`src/rtl/pipe_pkg.sv`:
```
// Shared constants and width helpers for the elastic pipeline stage family.
package pipe_pkg;

  localparam int unsigned MAX_DEPTH = 8;

  function automatic int unsigned clog2(input int unsigned v);
    int unsigned r;
    r = 0;
    while ((32'd1 << r) < v) r++;
    return r;
  endfunction

  // Counter must represent 0..DEPTH+2*SKID_EN inclusive.
  function automatic int unsigned occ_width(input int unsigned depth, input int unsigned skid_en);
    return clog2(depth + 2 * skid_en + 1);
  endfunction

endpackage

```
`src/rtl/pipe_elastic_stage.sv`:
```
// One elastic register slot: a valid bit plus payload, with load, pop and clear control.
module pipe_elastic_stage #(
  parameter int unsigned       DATA_W     = 64,
  parameter logic [DATA_W-1:0] PRESET_VAL = '0
) (
  input  logic              clk,
  input  logic              srst,
  input  logic              load,
  input  logic              pop,
  input  logic              clear,
  input  logic [DATA_W-1:0] load_data,
  output logic              valid,
  output logic [DATA_W-1:0] data
);

  // Clear drops only the valid bit; payload keeps its last value.
  always_ff @(posedge clk) begin
    if (srst) begin
      valid <= 1'b0;
      data  <= PRESET_VAL;
    end else if (clear) begin
      valid <= 1'b0;
    end else if (load) begin
      valid <= 1'b1;
      data  <= load_data;
    end else if (pop) begin
      valid <= 1'b0;
    end
  end

endmodule

```
`src/rtl/pipe_stage_elastic.sv`:
```
// Chain of DEPTH elastic stages with optional 2-entry skid buffer, flush, stall and occupancy.
module pipe_stage_elastic
  import pipe_pkg::*;
#(
  parameter int unsigned       DATA_W     = 64,
  parameter int unsigned       DEPTH      = 2,
  parameter int unsigned       SKID_EN    = 1,
  parameter logic [DATA_W-1:0] PRESET_VAL = '0,
  localparam int unsigned      CNT_W      = occ_width(DEPTH, SKID_EN)
) (
  input  logic              clk,
  input  logic              srst,
  input  logic              en,
  input  logic              flush,
  input  logic              in_valid,
  output logic              in_ready,
  input  logic [DATA_W-1:0] in_data,
  output logic              out_valid,
  input  logic              out_ready,
  output logic [DATA_W-1:0] out_data,
  output logic [CNT_W-1:0]  occupancy
);

  logic                         go;
  logic [DEPTH-1:0]             v;
  logic [DEPTH:0]               vin;
  logic [DEPTH-1:0]             rdy;
  logic [DEPTH:0]               ld;
  logic [DEPTH:0][DATA_W-1:0]   dchain;
  logic                         sink_pop;
  logic                         in_fire;
  logic                         out_fire;

  assign go        = en & ~flush & ~srst;
  assign vin       = {v, in_valid};
  assign dchain[0] = in_data;

  // ld[i] loads stage i; ld[DEPTH] is the last stage draining into the sink.
  always_comb begin
    ld        = '0;
    rdy       = '0;
    ld[DEPTH] = sink_pop;
    for (int i = int'(DEPTH) - 1; i >= 0; i--) begin
      rdy[i] = ~v[i] | ld[i+1];
      ld[i]  = go & vin[i] & rdy[i];
    end
  end

  for (genvar i = 0; i < DEPTH; i++) begin : g_stage
    pipe_elastic_stage #(
      .DATA_W     (DATA_W),
      .PRESET_VAL (PRESET_VAL)
    ) u_stage (
      .clk       (clk),
      .srst      (srst),
      .load      (ld[i]),
      .pop       (ld[i+1]),
      .clear     (flush),
      .load_data (dchain[i]),
      .valid     (v[i]),
      .data      (dchain[i+1])
    );
  end

  assign in_ready = go & rdy[0];
  assign in_fire  = in_valid & in_ready;
  assign out_fire = out_valid & out_ready;

  if (SKID_EN != 0) begin : g_skid
    logic              m_v, s_v;
    logic [DATA_W-1:0] m_d, s_d;

    // Readiness toward the chain depends only on registered s_v, cutting out_ready -> in_ready.
    assign sink_pop  = go & v[DEPTH-1] & ~s_v;
    assign out_valid = en & ~srst & m_v;
    assign out_data  = m_d;

    always_ff @(posedge clk) begin
      if (srst) begin
        m_v <= 1'b0;
        s_v <= 1'b0;
        m_d <= PRESET_VAL;
        s_d <= PRESET_VAL;
      end else if (flush) begin
        m_v <= 1'b0;
        s_v <= 1'b0;
      end else if (en) begin
        if (out_fire) begin
          if (s_v) begin
            m_d <= s_d;
            s_v <= 1'b0;
          end else if (sink_pop) begin
            m_d <= dchain[DEPTH];
          end else begin
            m_v <= 1'b0;
          end
        end else if (sink_pop) begin
          if (m_v) begin
            s_v <= 1'b1;
            s_d <= dchain[DEPTH];
          end else begin
            m_v <= 1'b1;
            m_d <= dchain[DEPTH];
          end
        end
      end
    end
  end else begin : g_noskid
    assign out_valid = en & ~srst & v[DEPTH-1];
    assign out_data  = dchain[DEPTH];
    assign sink_pop  = out_fire;
  end

  always_ff @(posedge clk) begin
    if (srst || flush) begin
      occupancy <= '0;
    end else if (en) begin
      occupancy <= occupancy + CNT_W'(in_fire) - CNT_W'(out_fire);
    end
  end

endmodule

```
`config.mk`:
```
export PLATFORM = sky130hd
export DESIGN_NAME = pipe_stage_elastic
export DESIGN_NICKNAME = d
export VERILOG_FILES = /design/src/rtl/pipe_pkg.sv /design/src/rtl/pipe_elastic_stage.sv /design/src/rtl/pipe_stage_elastic.sv
export SDC_FILE = /design/constraint.sdc
export NUM_CORES = 1
export LEC_CHECK = 0
export ABC_AREA = 1
export BUFFER_PORTS_ARGS = -buffer_cell sky130_fd_sc_hd__buf_4
export CELL_PAD_IN_SITES_DETAIL_PLACEMENT = 2
export CELL_PAD_IN_SITES_GLOBAL_PLACEMENT = 2
export CORE_AREA = 2 2 139 276
export DETAILED_ROUTE_END_ITERATION = 12
export DIE_AREA = 0 0 141 278
export GPL_TIMING_DRIVEN = 0
export HOLD_SLACK_MARGIN = 0.06
export PLACE_DENSITY_LB_ADDON = 0.1
export SYNTH_ARGS = -nofsm -noshare
export SYNTH_HDL_FRONTEND = slang
export SYNTH_HIERARCHICAL = 1
export SYNTH_SLANG_ARGS = --single-unit
```
`constraint.sdc`:
```
create_clock -name clk -period 2.9 [get_ports clk]
set_clock_uncertainty 0.15 [all_clocks]
set_input_delay 0.58 -clock clk [delete_from_list [all_inputs] [get_ports clk]]
set_output_delay 0.58 -clock clk [all_outputs]
set_load 0.03 [all_outputs]
```
==> results of run 1 <==
placed cells by master, fill, tap and decap left out, drive strengths merged:
master  count
buf       231
nor2      520
a21oi       9
clkbuf     61
fa          1
dfxtp     263
nand3     193
o21ai      70
bufinv      4
clkinv      6
nand4       2
ha          2
inv       213
nand2     397
cell type report:
class                           count  area share
Inverter                          213      0.0561
Buffer                            117      0.0554
Sequential cell                   263       0.369
Timing Repair Buffer              138      0.0727
Multi-Input combinational cell   1194       0.343
Clock buffer                       37      0.0528
Tap cell                          459      0.0403
Clock inverter                     10      0.0105
state kept, by name, summed over array words and instances (netlist names):
signal,flops
g_skid.s_d,64
out_data,64
g_stage.u_stage/data,128
g_skid.s_v,1
g_stage.u_stage/valid,2
g_skid.m_v,1
occupancy,3
critical path: stages, from the launching register on:
cell     delay, ns
dfxtp_1       0.34
inv_1         0.09
o21ai_0       0.14
a21oi_2       0.26
nand2_1       0.12
ha_1          0.29
inv_1         0.04
ha_1          0.18
fa_1          0.39
inv_1         0.08
o21ai_0       0.07
a21oi_1       0.17
o21ai_0       0.10
a21oi_1       0.12
routing by layer:
| layer | part of all wire | vias to the layer above | GRT usage |
|---|---|---|---|
| met5 | 0 | - | 0 |
| met4 | 0.035 | 0 | 0.0731 |
| met3 | 0.025 | 52 | 0.0201 |
| met2 | 0.56 | 162 | 0.426 |
| met1 | 0.38 | 5465 | 0.217 |
| li1 | - | 5696 | - |
cell families (layout without fill, tap and decap cells):
group	after synthesis	count (layout)	synth area share
AOI/OAI and AO/OA	79	79	0.0337
adders and majority gates	3	3	0.00384
buffers and inverters	330	515	0.135
DFF	263	263	0.448
and+or+nand+nor	1112	1112	0.379
power by group:
| part | total, mW | switching (mW) | internal, mW |
|---|---|---|---|
| registers | 3.65 | 0.0124 | 3.63 |
| clock network | 3.66 | 1.50 | 2.16 |
| logic | 0.366 | 0.221 | 0.146 |
through the flow:
stage / setup TNS (ns) / std cells
3_3_place_gp: -0.184 / 2384
6_report: 0 / 2431
4_1_cts: 0 / 2431
3_5_place_dp: -0.381 / 2384
2_1_floorplan: 0 / 1787
5_1_grt: 0 / 2431
how the worst max path moves through the flow:
stage | slack [ns] | from | to | depth (start not counted)
2_1_floorplan | 0.06 | flush | occupancy[2]$_SDFFE_PP0P_ | 13
3_3_place_gp | -0.17 | flush | occupancy[2]$_SDFFE_PP0P_ | 14
3_5_place_dp | -0.26 | flush | occupancy[2]$_SDFFE_PP0P_ | 14
4_1_cts | 0.29 | g_skid.s_v$_SDFFE_PP0P_ | occupancy[2]$_SDFFE_PP0P_ | 13
5_1_grt | 0.03 | g_skid.s_v$_SDFFE_PP0P_ | occupancy[2]$_SDFFE_PP0P_ | 13
6_report | 0.29 | g_skid.s_v$_SDFFE_PP0P_ | occupancy[2]$_SDFFE_PP0P_ | 13
==> out/qor.txt, run 1 <==
Setup slack at placement: -0.256 ns
CTS root buf: clkbuf_16
H-tree depth: 1
Initial antenna violation count: 0
Synth warnings: 6
DR vias/cell: 4.68
Distinct cells, synth: 20
Post-route worst setup slack: 0.293 ns
Die footprint: 39200 sq um
Total Routing Usage GR: 0.210
Post-CTS Hold Fix Bufs: 0
Layout area overhead: 21.4%
CTS tree: yes
Hold endpoint: occupancy[0]$_SDFFE_PP0P_
Synth Register Bits: 263
# port buffers: 138
DRC: 0
Clock transition at the registers of the reported paths: 0.07 ns
Setup violators final: 0
Syn Nets: 1860
Final layout net count: 2026
Worst vdd ir: 0.000368 V
Row count: 100
Async SR Flop Fraction: 0
N_diodes: 0
Global-route wire length before repair: 65.5 mm
Post-synth EDFFs: 0
Post-Syn Area: 11700 sq um
Initial core utilization: 0.316
Startpoint types: flop
Main synth FF type: dfxtp_1
Max Fclk: 384 MHz
CTS buffer count: 26
Ranking of synthesized cells by area: dfxtp_1 45%, nor2_1 16%, nand2_1 13%, nand3_1 8.2%, inv_1 6.6%
CP Max Fanout: 4
Post-synth top area share: 0.448
Tot Pwr: 7.67 mW
RD Place Congestion: 0.761
DR WL/cell: 16.4 um
Worst-margin pin slew: 0.756 ns
Worst Reg-to-Reg Cells: 13
Max-slew violation count: 0
Vias: 11400
Placed Area: 13400 sq um
Critical Path RT: 3.23 ns
Worst skew pair latency: 0.55 ns
Multi-input gate area in the final layout: 4890 sq um
DIE HEIGHT: 278 um
Top-count cell post-synth: nor2_1
DRT Pass-1 Iters: 4
Dpl hpwl: 30.3 mm
DRT antenna net count: 0
Leakage Power: 7.28 nW
Core Footprint: 37200 sq um
Cells after synthesis: 1787
Congestion Overflow GR: 0
Chip Width: 141 um
Filler Cell Count: 4587
Tmin final: 2.61 ns
HP Start: en
Worst-case hold slack: 0.179 ns
WP data arrival: 2.94 ns
Hold WC Path Type: in2reg
Reg2reg setup slack: 0.29 ns
Clock buffer depth: 3
Vias in the first global route: 12700
Critical Path Sink Type: flop
Endpoints failing hold: 0
Top cells by count, synth: 516 x nor2_1, 397 x nand2_1, 263 x dfxtp_1
Status: finished clean
RR Startpoint: g_skid.s_v$_SDFFE_PP0P_
WL final: 39.9 mm
Post-synthesis sequential area ratio: 0.448
Largest net degree at the start of global routing: 15
CP Class: reg2reg
Final core occ: 0.384
Hold Crit Depth: 3
FF+latch area: 5270 sq um
Pwr Density: 538 nW/um^2
Initial DRC Count: 287
CTS sink count: 263
Syn_area_per_cell: 6.57 sq um
Max_cap viols: 0
Area leader, netlist: dfxtp_1
CTS resizes: 0
Fin area: 14300 sq um
I/O pins: 139
Normalized max-slew margin: 0.496
RR Endpoint: occupancy[2]$_SDFFE_PP0P_
RSZ-0062 raised after global routing: no
Post-route clock period utilization: 0.899
Fraction of layout cells with a size suffix above 1: 0.143
Post CTS Setup Buffer Count: 0
(Power assumes the default switching activity.)
==> run 2: changes to the inputs <==
Settings changed: MAX_ROUTING_LAYER set to met4.
==> out/qor.txt, run 2 (synthesized netlist as in run 1, its figures left out) <==
Total Routing Usage GR: 0.216 (+0.00605)
Vias: 11400 (-0.13%)
Leading cell type in the layout, fill and taps excluded: nor2_1
Core Footprint: 37200 sq um (unchanged)
Pwr Density: 539 nW/um^2 (about the same)
Layout area overhead: 21.4% (unchanged)
Initial antenna violation count: 0 (unchanged)
CP Max Fanout: 4 (unchanged)
Multi-input gate area in the final layout: 4890 sq um (unchanged)
H-tree depth: 1 (unchanged)
CTS sink count: 263 (unchanged)
Met1 Routed Length: 15.0 mm (-0.27%)
Clock transition at the registers of the reported paths: 0.07 ns (about the same)
Hold Crit Depth: 3 (unchanged)
Worst Reg-to-Reg Cells: 13 (unchanged)
RSZ-0062 raised after global routing: no
Initial core utilization: 0.316 (unchanged)
Dpl hpwl: 30.3 mm (unchanged)
Critical Path RT: 3.23 ns (about the same)
Worst-case hold slack: 0.180 ns (+0.00150 ns)
Setup violators final: 0 (unchanged)
# port buffers: 138 (unchanged)
Post-route worst setup slack: 0.289 ns (-0.00333 ns)
Most frequent cells in the layout: 516 x nor2_1, 397 x nand2_1, 263 x dfxtp_1
Max_cap viols: 0 (unchanged)
CTS resizes: 0 (unchanged)
Biggest register: g_stage.u_stage/data
Normalized max-slew margin: 0.496 (about the same)
DR top layer: met4
CTS tree: yes
Filler Cell Count: 4587 (unchanged)
DRC: 0 (unchanged)
Vias in the first global route: 12600 (-0.20%)
Status: finished clean
DRT antenna net count: 0 (unchanged)
HP Start: en
Row count: 100 (unchanged)
Fraction of layout cells with a size suffix above 1: 0.143 (unchanged)
Startpoint types: flop
Worst skew pair latency: 0.55 ns (about the same)
Tot Pwr: 7.68 mW (about the same)
RR Startpoint: g_skid.s_v$_SDFFE_PP0P_
Worst vdd ir: 0.000369 V (+0.19%)
Hold endpoint: occupancy[0]$_SDFFE_PP0P_
Worst-margin pin slew: 0.756 ns (-0.000572 ns)
Max-slew violation count: 0 (unchanged)
Post-Place Cells: 2384 (unchanged)
Initial DRC Count: 280 (-2.4%)
CTS root buf: clkbuf_16
Total Neg Setup Slack: 0 ns (unchanged)
Die footprint: 39200 sq um (unchanged)
WP data arrival: 2.94 ns (about the same)
Critical Path Sink Type: flop
Post-route clock period utilization: 0.900 (+0.00115)
Final layout net count: 2026 (unchanged)
Largest net degree at the start of global routing: 15 (unchanged)
Endpoints failing hold: 0 (unchanged)
Post-CTS Hold Fix Bufs: 0 (unchanged)
CTS buffer count: 26 (unchanged)
Routed wl met2: 22.5 mm (about the same)
FF+latch area: 5270 sq um (unchanged)
DR WL/cell: 16.4 um (about the same)
Max reg flops: 128 (unchanged)
Reg2reg setup slack: 0.29 ns (about the same)
RR Endpoint: occupancy[2]$_SDFFE_PP0P_
N_diodes: 0 (unchanged)
DR vias/cell: 4.67 (-0.13%)
Chip Width: 141 um (unchanged)
Hold WC Path Type: in2reg
Setup slack at placement: -0.256 ns (unchanged)
RD Place Congestion: 0.771 (+1.3%)
Post CTS Setup Buffer Count: 0 (unchanged)
Congestion Overflow GR: 0 (unchanged)
Global-route wire length before repair: 65.6 mm (about the same)
Non-Filler Instances: 2431 (unchanged)
CP Class: reg2reg
I/O pins: 139 (unchanged)
DIE HEIGHT: 278 um (unchanged)
Max Fclk: 383 MHz (-0.13%)
DRT Pass-1 Iters: 4 (unchanged)
Clock buffer depth: 3 (unchanged)
Met3 wire length: 1.08 mm (+7.0%)
Tmin final: 2.61 ns (+0.00333 ns)
WL final: 40.0 mm (about the same)
Leakage Power: 7.28 nW (unchanged)
run 2: worst max-delay path: stages (launching register included):
cell and delay [ns]:
dfxtp_1 0.34, inv_1 0.09, o21ai_0 0.14, a21oi_2 0.26, nand2_1 0.12, ha_1 0.29
inv_1 0.04, ha_1 0.18, fa_1 0.39, inv_1 0.08, o21ai_0 0.07, a21oi_1 0.17
o21ai_0 0.10, a21oi_1 0.12
run 2: layout make-up:
class | count | share of cell area
repair buffers | 138 | 0.0727
clock inverters | 10 | 0.0105
clock buffers | 37 | 0.0528
well taps | 459 | 0.0403
plain buffers | 117 | 0.0554
multi-input cells | 1194 | 0.343
inverters | 213 | 0.0561
flip-flops and latches | 263 | 0.369
run 2: metal layers:
metal,GRT usage,vias to the layer above
li1,-,5698
met1,0.218,5441
met2,0.426,167
met3,0.0188,54
met4,0.0731,0
met5,-,-
run 2: power by group:
group | internal, mW | leakage [nW] | switching, mW | total, mW
sequential | 3.63 | 2.12 | 0.0124 | 3.65
combinational | 0.146 | 4.71 | 0.221 | 0.366
clock | 2.16 | 0.449 | 1.51 | 3.67
total | 5.94 | 7.28 | 1.74 | 7.68
run 2: worst max path at each step:
stage,start,end,cells past startpoint
after floorplan,flush,occupancy[2]$_SDFFE_PP0P_,13
after global placement,flush,occupancy[2]$_SDFFE_PP0P_,14
after detailed placement,flush,occupancy[2]$_SDFFE_PP0P_,14
after CTS,g_skid.s_v$_SDFFE_PP0P_,occupancy[2]$_SDFFE_PP0P_,13
after global routing,g_skid.s_v$_SDFFE_PP0P_,occupancy[2]$_SDFFE_PP0P_,13
final,g_skid.s_v$_SDFFE_PP0P_,occupancy[2]$_SDFFE_PP0P_,13
run 2: through the flow:
stage	util	area (sq um)
final	0.384	14300
after global routing	0.384	14300
after CTS	0.384	14300
after detailed placement	0.359	13400
after global placement	0.359	13400
after floorplan	-	11700
